==> src/rtl/ysyx_23060072_ifu_mem_if.sv <==
// ysyx_23060072_ifu_mem_if: single-outstanding fetch bridge between if_stage and instruction memory.
// Define YSYX_23060072_IFU_ALIGN_CHK_EN to fault misaligned fetches without issuing a memory request.
module ysyx_23060072_ifu_mem_if #(
    parameter logic [31:0] NOP_INSTR = 32'h0000_0013
) (
    input  logic        clk,
    input  logic        rst_n,
    input  logic [31:0] addr_i,
    input  logic        addr_valid_i,
    output logic        addr_ready_o,
    input  logic        clean_flag_i,
    output logic [31:0] instr_rdata_o,
    output logic        instr_valid_o,
    input  logic        instr_ready_i,
    output logic        fetch_err_o,
    output logic        mem_req_o,
    output logic [31:0] mem_addr_o,
    input  logic        mem_gnt_i,
    input  logic        mem_rvalid_i,
    input  logic [31:0] mem_rdata_i,
    input  logic        mem_err_i
);
    typedef enum logic [1:0] {IDLE, REQ, WAIT, HOLD} state_t;
    state_t      r_state;
    logic        r_drop;
    logic [31:0] r_addr;
    logic        r_err;
    logic [31:0] r_rdata;
    logic        w_accept;
    logic        w_misalign;
    assign addr_ready_o  = (r_state == IDLE) | ((r_state == HOLD) & instr_ready_i);
    assign w_accept      = addr_valid_i & addr_ready_o & ~clean_flag_i;
    assign mem_req_o     = r_state == REQ;
    assign instr_valid_o = (r_state == HOLD) & ~clean_flag_i;
    assign fetch_err_o   = instr_valid_o & r_err;
    assign instr_rdata_o = r_rdata;
`ifdef YSYX_23060072_IFU_ALIGN_CHK_EN
    assign w_misalign = addr_i[1:0] != 2'b00;
    assign mem_addr_o = r_addr;
`else
    assign w_misalign = 1'b0;
    assign mem_addr_o = r_addr & 32'hFFFF_FFFC;
`endif
    always_ff @(posedge clk or negedge rst_n) begin
        if (!rst_n) begin
            r_state <= IDLE;
            r_drop  <= 1'b0;
            r_addr  <= 32'h0;
            r_err   <= 1'b0;
            r_rdata <= NOP_INSTR;
        end else begin
            case (r_state)
                IDLE, HOLD: begin
                    if (r_state == HOLD && clean_flag_i) begin
                        r_state <= IDLE;
                        r_rdata <= NOP_INSTR;
                        r_err   <= 1'b0;
                    end else if (w_accept) begin
                        r_addr <= addr_i;
                        if (w_misalign) begin
                            r_state <= HOLD;
                            r_rdata <= NOP_INSTR;
                            r_err   <= 1'b1;
                        end else begin
                            r_state <= REQ;
                        end
                    end else if (r_state == HOLD && instr_ready_i) begin
                        r_state <= IDLE;
                    end
                end
                REQ: begin
                    if (clean_flag_i) r_drop <= 1'b1;
                    if (mem_gnt_i) r_state <= WAIT;
                end
                WAIT: begin
                    // A flushed fetch still owns the bus until its response drains.
                    if (mem_rvalid_i) begin
                        r_drop <= 1'b0;
                        if (r_drop || clean_flag_i) begin
                            r_state <= IDLE;
                        end else begin
                            r_state <= HOLD;
                            r_rdata <= mem_err_i ? NOP_INSTR : mem_rdata_i;
                            r_err   <= mem_err_i;
                        end
                    end else if (clean_flag_i) begin
                        r_drop <= 1'b1;
                    end
                end
                default: r_state <= IDLE;
            endcase
        end
    end
endmodule

==> config.mk <==
export PLATFORM = sky130hd
export DESIGN_NAME = ysyx_23060072_ifu_mem_if
export DESIGN_NICKNAME = d
export VERILOG_FILES = /design/src/rtl/ysyx_23060072_ifu_mem_if.sv
export SDC_FILE = /design/constraint.sdc
export NUM_CORES = 1
export LEC_CHECK = 0
export BUFFER_PORTS_ARGS = -buffer_cell sky130_fd_sc_hd__buf_2
export CELL_PAD_IN_SITES_DETAIL_PLACEMENT = 0
export CELL_PAD_IN_SITES_GLOBAL_PLACEMENT = 1
export CORE_MARGIN = 2
export CORE_UTILIZATION = 36
export DETAILED_ROUTE_END_ITERATION = 8
export PLACE_DENSITY = 0.82
export SYNTH_ARGS = -nofsm -noshare
export SYNTH_HDL_FRONTEND = slang
export SYNTH_SLANG_ARGS = --single-unit
==> constraint.sdc <==
create_clock -name clk -period 4.2 [get_ports clk]
set_input_delay 1.26 -clock clk [delete_from_list [all_inputs] [get_ports clk]]
set_output_delay 1.26 -clock clk [all_outputs]
set_load 0.01 [all_outputs]
==> metrics.md, run 1 <==
| Metric | Value |
|---|---|
| Via count | 2,143 |
| Fin crit share | 0.746 |
| ANT nets after route | 0 |
| Area of the multi-input gates | 973 um2 |
| Min setup slack post-route | 1.07 ns |
| # port buffers | 135 |
| Cell Pwr Density | 670 nW/um2 |
| Slew Limit Fails | 0 |
| Crit path capture type | output port |
| Top cells by area, synth | dfrtp_1, mux2_2, nand2_1 |
| Synth cell count leaders | dfrtp_1, nand2_1, o21ai_1 |
| Iteration-0 DRC Markers | 64 |
| Synth top area share | 0.579 |
| Worst skew pair latency | 0.33 ns |
| Boundary pin count | 140 |
| CP Data Required Time | 2.94 ns |
| Post-CTS resize count | 0 |
| HP Class | register to register |
| Synth unique cells | 25 |
| Post-synth top area cell | dfrtp_1 |
| Hold path depth | 2 |
| Max Clk Rate | 0.319 GHz |
| Register area share after synthesis | 0.608 |
| Critical path arrival | 1.87 ns |
| Utilization after layout | 0.502 |
| Reg2reg end | instr_rdata_o[23] |
| Flop2flop setup slack | 1.84 ns |
| Status | finished clean |
| Initial core utilization | 0.373 |
| CTS tree | yes |
| Post-CTS setup buffers | 0 |
| #FFs+latches synth | 66 |
| CP startpoint kind | input port |
| Core area | 7290 um2 |
| Worst slack, placed | 1.06 ns |
| Root Driver | clkbuf_8 |
| Ys Warns | 0 |
| Top FF cell, synth | dfrtp_1 |
| Endpoints failing setup | 0 |
| FP Rows | 31 |
| Remaining DRCs | 0 |
| Cells after Synth | 244 |
| WS Path Type | input port to output port |
| Global-route wire length before repair | 10,400 um |
| CTS sink cnt | 66 |
| Area growth syn-to-layout | 34.5% |
| # diodes | 0 |
| DIE AREA | 8270 um2 |
| Average vias per placed instance | 4.46 |
| Crit-path slowest cell | nor2b_1 |
| GR Overflow Total | 0 |
| Leak | 0.00182 uW |
| Post-route setup TNS | 0 ns |
| Register Area | 1660 um2 |
| Worst Min Path Start | instr_rdata_o[1] |
| RSZ-0062 raised after global routing | no |
| Net count reported at finish | 456 |
| Initial antenna violation count | 0 |
| Mapped cell area | 2720 um2 |
| Hpwl dp | 4510 um |
| Final Hold Viols | 0 |
| Hold EP | instr_rdata_o[1] |
| Vias in the first global route | 2,160 |
| Number of synthesized flops with an enable pin | 0 |
| Max Cap Viol | 0 |
| Tmin final | 3.13 ns |
| Crit path cell chain | buf_2, nor2b_1, and2_1, buf_2 |
| Layout cell share with drive strength beyond 1 | 0.492 |
| # fillers | 727 |
| Worst Skew | 0.0101 ns |
| Die X-Extent | 91.0 um |
| Total CTS buffers | 9 |
| Largest net degree at the start of global routing | 67 |
| Hold buffers post-CTS | 0 |
| Worst-Margin Slew | 1.00 ns |
| H-tree Lvls | 3 |
| DR WL/cell | 12.9 um |
| Peak supply drop | 379 uV |
| Post-Syn Area per Cell | 11.2 um2 |
| Clock tree buffer depth | 2 |
| Worst path max stage delay | 0.18 ns |
| DRT Pass-1 Iters | 4 |
| R2R cell count | 6 |
| Crit Path Max Fanout | 8 |
| CTS clk-pin slew, worst paths | 0.06 ns |
| Most used cell, CP | buf_2 |
| Final Wtd Congestion | 0.768 |
| Relative slew margins | 0.333 |
| Die H | 91.0 um |
| Async S/R FF share, synth | 1.00 |
| Detailed Route WL | 6200 um |
| FF-to-FF Start | r_state[0] |
| GRT Total Usage | 0.158 |
==> critical path: cells and delay by family <==
family                 cells  cell delay (ns)
buffers and inverters      2             0.29
AND/OR/NAND/NOR            2             0.33
==> per-layer routing <==
| metal | wire [um] | up-vias | track usage | part of all wire |
|---|---|---|---|---|
| li1 | - | 1076 | - | - |
| met3 | 348 | 9 | 0.0340 | 0.056 |
| met4 | 104 | 0 | 0.0644 | 0.017 |
| met5 | 0 | - | 0 | 0 |
| met1 | 2560 | 991 | 0.196 | 0.41 |
| met2 | 3190 | 67 | 0.267 | 0.51 |
==> flip-flops by register name, indices dropped and copies added (netlist names) <==
name	flops
instr_rdata_o	32
r_addr	30
r_state	2
r_drop	1
r_err	1
==> worst max path at each step <==
stage | startpoint | to | slack [ns] | cells past startpoint
4_1_cts | clean_flag_i | fetch_err_o | 1.07 | 4
3_5_place_dp | clean_flag_i | instr_rdata_o[5] | 1.06 | 5
2_1_floorplan | clean_flag_i | fetch_err_o | 1.23 | 2
5_1_grt | clean_flag_i | fetch_err_o | 1.03 | 4
6_report | clean_flag_i | fetch_err_o | 1.07 | 4
3_3_place_gp | clean_flag_i | fetch_err_o | 1.05 | 4
==> metrics by stage <==
step                      instance area, um2  hold WS [ns]  std cells  total power, uW
after floorplan                         2730         0.447        245             1660
after global placement                  3480         0.450        468             1960
after detailed placement                3480         0.457        468             1990
after CTS                               3660         0.464        481             2500
after global routing                    3660         0.496        481             2650
final                                   3660         0.460        481             2450
==> report_power, final <==
group	internal, uW	switching (uW)	leakage, uW
sequential	869	103	0.000839
clock	280	223	0.0000901
combinational	425	552	0.000895
==> cell usage in the layout (no fill, tap or decap), drive strengths merged, types with 2 or more instances in the layout <==
cell	synthesis	final
nor2	6	6
o21ai	35	35
mux2	30	30
a31oi	3	3
mux2i	2	2
conb	1	2
a21oi	3	3
buf	10	139
inv	6	6
dfrtp	63	63
clkbuf	5	10
nor2b	3	3
nand2	63	63
dfstp	3	3
ha	4	4
==> cell families after synthesis <==
family | count (synthesis) | share of synthesized area
and+or+nand+nor | 77 | 0.117
adders and majority gates | 4 | 0.0184
buffers and inverters | 21 | 0.0404
DFF | 66 | 0.608
AOI/OAI and AO/OA | 43 | 0.0832
other | 1 | 0.00138
muxes | 32 | 0.131
==> cell type report <==
| cell class | count | area share |
|---|---|---|
| clock buffers | 10 | 0.0376 |
| multi-input cells | 158 | 0.266 |
| well taps | 99 | 0.0338 |
| repair buffers | 139 | 0.193 |
| inverters | 6 | 0.00615 |
| flip-flops and latches | 66 | 0.452 |
| clock inverters | 3 | 0.0116 |
(Power assumes the default switching activity.)
==> inputs of run 2 (changes only) <==
--- a/config.mk
+++ b/config.mk
@@ -5,13 +5,14 @@
 export SDC_FILE = /design/constraint.sdc
 export NUM_CORES = 1
 export LEC_CHECK = 0
+export ABC_AREA = 1
 export BUFFER_PORTS_ARGS = -buffer_cell sky130_fd_sc_hd__buf_2
 export CELL_PAD_IN_SITES_DETAIL_PLACEMENT = 0
 export CELL_PAD_IN_SITES_GLOBAL_PLACEMENT = 1
 export CORE_MARGIN = 2
-export CORE_UTILIZATION = 36
+export CORE_UTILIZATION = 33
 export DETAILED_ROUTE_END_ITERATION = 8
-export PLACE_DENSITY = 0.82
+export PLACE_DENSITY = 0.76
 export SYNTH_ARGS = -nofsm -noshare
 export SYNTH_HDL_FRONTEND = slang
 export SYNTH_SLANG_ARGS = --single-unit
==> constraint.sdc (replaced) <==
create_clock -name clk -period 3.2 [get_ports clk]
set_input_delay 0.96 -clock clk [delete_from_list [all_inputs] [get_ports clk]]
set_output_delay 0.96 -clock clk [all_outputs]
set_load 0.01 [all_outputs]
==> metrics.md, run 2 <==
| Metric | Value |
|---|---|
| H-tree Lvls | 3 (unchanged) |
| Die H | 100 um (+10%) |
| Hpwl dp | 5280 um (+17%) |
| Finished Layout Cells | 610 (+27%) |
| CP endpoint | fetch_err_o |
| Post-CTS setup buffers | 0 (unchanged) |
| CP startpoint kind | input port |
| Clock tree buffer depth | 2 (unchanged) |
| Worst skew pair latency | 0.35 ns (+0.02 ns) |
| CP startpoint | clean_flag_i |
| DIE AREA | 10,100 um2 (+22%) |
| Cell count after placement | 594 (+27%) |
| Core area | 9110 um2 (+25%) |
| Boundary pin count | 140 (unchanged) |
| Worst slack, placed | 0.804 ns (-0.253 ns) |
| Power consumption | 3140 uW (+28%) |
| ANT nets after route | 0 (unchanged) |
| Worst Skew | 0.0151 ns (+0.00501 ns) |
| # diodes | 0 (unchanged) |
| Synth cell count leaders | nand2_1, dfrtp_1, inv_1 |
| Average vias per placed instance | 4.36 (-2.1%) |
| Post-route setup TNS | 0 ns (unchanged) |
| DR WL/cell | 12.4 um (-3.5%) |
| Post-synth top area cell | dfrtp_1 |
| FP Rows | 35 (+13%) |
| Ys Warns | 0 (unchanged) |
| #FFs+latches synth | 66 (unchanged) |
| # port buffers | 135 (unchanged) |
| Initial antenna violation count | 0 (unchanged) |
| Fin crit share | 0.748 |
| Reg2reg end | instr_rdata_o[10] |
| FF-to-FF Start | r_state[0] |
| CTS sink cnt | 66 (unchanged) |
| Number of synthesized flops with an enable pin | 0 (unchanged) |
| Slew Limit Fails | 0 (unchanged) |
| Async S/R FF share, synth | 1.00 (unchanged) |
| Hold buffers post-CTS | 0 (unchanged) |
| Synth top area share | 0.514 (-0.0648) |
| Iteration-0 DRC Markers | 64 (unchanged) |
| CTS clk-pin slew, worst paths | 0.07 ns (about the same) |
| Mapped cell area | 3070 um2 (+13%) |
| Worst-Margin Slew | 0.902 ns (-0.0989 ns) |
| GR Overflow Total | 0 (unchanged) |
| Detailed Route WL | 7580 um (+22%) |
| # fillers | 955 (+31%) |
| R2R cell count | 8 (+2) |
| Relative slew margins | 0.399 (+0.0659) |
| Die X-Extent | 100 um (+10%) |
| CTS tree | yes |
| Net count reported at finish | 570 (+25%) |
| Tmin final | 2.39 ns |
| Root Driver | clkbuf_8 |
| Register area share after synthesis | 0.540 (-0.0680) |
| Critical path arrival | 1.43 ns (-0.44 ns) |
| Max Clk Rate | 0.418 GHz |
| Synth unique cells | 21 (-16%) |
| Crit Path Max Fanout | 4 (-4) |
| Post-Syn Area per Cell | 8.47 um2 (-24%) |
| Vias in the first global route | 2,542 (+18%) |
| Peak supply drop | 547 uV (+44%) |
| Flop2flop setup slack | 1.04 ns (-0.80 ns) |
| Min setup slack post-route | 0.806 ns (-0.260 ns) |
| Top cells by area, synth | dfrtp_1, nand2_1, nand3b_1 |
| Max Cap Viol | 0 (unchanged) |
| Global-route wire length before repair | 12,200 um (+17%) |
| Top FF cell, synth | dfrtp_1 |
| Initial core utilization | 0.337 (-0.0368) |
| Endpoints failing setup | 0 (unchanged) |
| HP Class | register to register |
| Cells after Synth | 362 (+48%) |
| Final Wtd Congestion | 0.770 (+0.20%) |
| DRT Pass-1 Iters | 4 (unchanged) |
| Most frequent cells in the layout | nand2_1, buf_2, dfrtp_1, inv_1, o21ai_0 |
| Total CTS buffers | 9 (unchanged) |
| Remaining DRCs | 0 (unchanged) |
| Count leader, synth | nand2_1 |
| Post-CTS resize count | 0 (unchanged) |
| Crit path capture type | output port |
| Via count | 2,661 (+24%) |
| WS Path Type | input port to output port |
| Largest net degree at the start of global routing | 62 (-7.5%) |
| Leak | 0.00234 uW (+28%) |
| CP Data Required Time | 2.24 ns (-0.70 ns) |
| Area growth syn-to-layout | 31.0% |
| Cell Pwr Density | 783 nW/um2 (+17%) |
| Final Hold Viols | 0 (unchanged) |
| Commonest non-fill, non-tap cell in the layout | nand2_1 |
| Layout cell share with drive strength beyond 1 | 0.337 (-0.155) |
| GRT Total Usage | 0.153 (-0.00466) |
| Status | finished clean |
| Max FFs per register | 32 (unchanged) |
| RSZ-0062 raised after global routing | no |
run 2: cell count changes after synthesis, sizes merged, moves of 2 or more:
| cell | before | now |
|---|---|---|
| nand2 | 63 | 144 |
| nand3b | 0 | 30 |
| buf | 10 | 17 |
| nand3 | 0 | 9 |
| mux2 | 30 | 0 |
| a31oi | 3 | 0 |
| nor2b | 3 | 0 |
| inv | 6 | 44 |
| o21ai | 35 | 32 |
| mux2i | 2 | 0 |
run 2: area by class of cell:
class | count | area (um2) | share of cell area
Sequential cell | 66 | 1660 | 0.412
Multi-Input combinational cell | 231 | 1110 | 0.276
Timing Repair Buffer | 141 | 733 | 0.183
Inverter | 45 | 170 | 0.0424
Clock buffer | 11 | 151 | 0.0377
Tap cell | 111 | 139 | 0.0346
Clock inverter | 5 | 60.1 | 0.0150
run 2: per-layer routing:
layer,global-route usage,part of all wire
met1,0.196,0.46
met4,0.0695,0.016
met3,0.0230,0.041
met5,0,0
met2,0.256,0.48
run 2: worst max-delay path, cell delays in order:
cell	delay, ns
buf_2	0.13
inv_1	0.05
nand2_1	0.07
nor2_1	0.09
buf_2	0.13
run 2: worst min path at each step:
stage | from | endpoint | slack, ns | cells past startpoint
after floorplan | r_err | r_err | 0.44 | 2
after global placement | instr_rdata_o[12] | instr_rdata_o[12] | 0.45 | 2
after global routing | instr_rdata_o[0] | instr_rdata_o[0] | 0.47 | 2
final | instr_rdata_o[0] | instr_rdata_o[0] | 0.46 | 2
after CTS | instr_rdata_o[0] | instr_rdata_o[0] | 0.46 | 2
after detailed placement | instr_rdata_o[0] | instr_rdata_o[0] | 0.45 | 2
run 2: metrics by stage:
step | cell area [um2] | hold WS (ns) | utilization
3_3_place_gp | 3800 | 0.450 | 0.418
5_1_grt | 4020 | 0.470 | 0.441
2_1_floorplan | 3070 | 0.442 | -
4_1_cts | 4020 | 0.464 | 0.441
3_5_place_dp | 3800 | 0.453 | 0.418
6_report | 4020 | 0.462 | 0.441
run 2: cells by family (layout without fill, tap and decap cells):
family / Yosys count / after routing / synth area share
AO/OA/AOI/OAI: 35 / 35 / 0.0620
AND/OR/NAND/NOR: 190 / 190 / 0.280
flip-flops: 66 / 66 / 0.540
buffers and inverters: 66 / 202 / 0.101
adder cells (fa/ha/maj): 4 / 4 / 0.0163
other: 1 / 2 / 0.00122
run 2: power breakdown:
part	switching (uW)	total [uW]	internal [uW]
Sequential	127	1220	1100
Combinational	775	1180	403
Clock	337	744	407
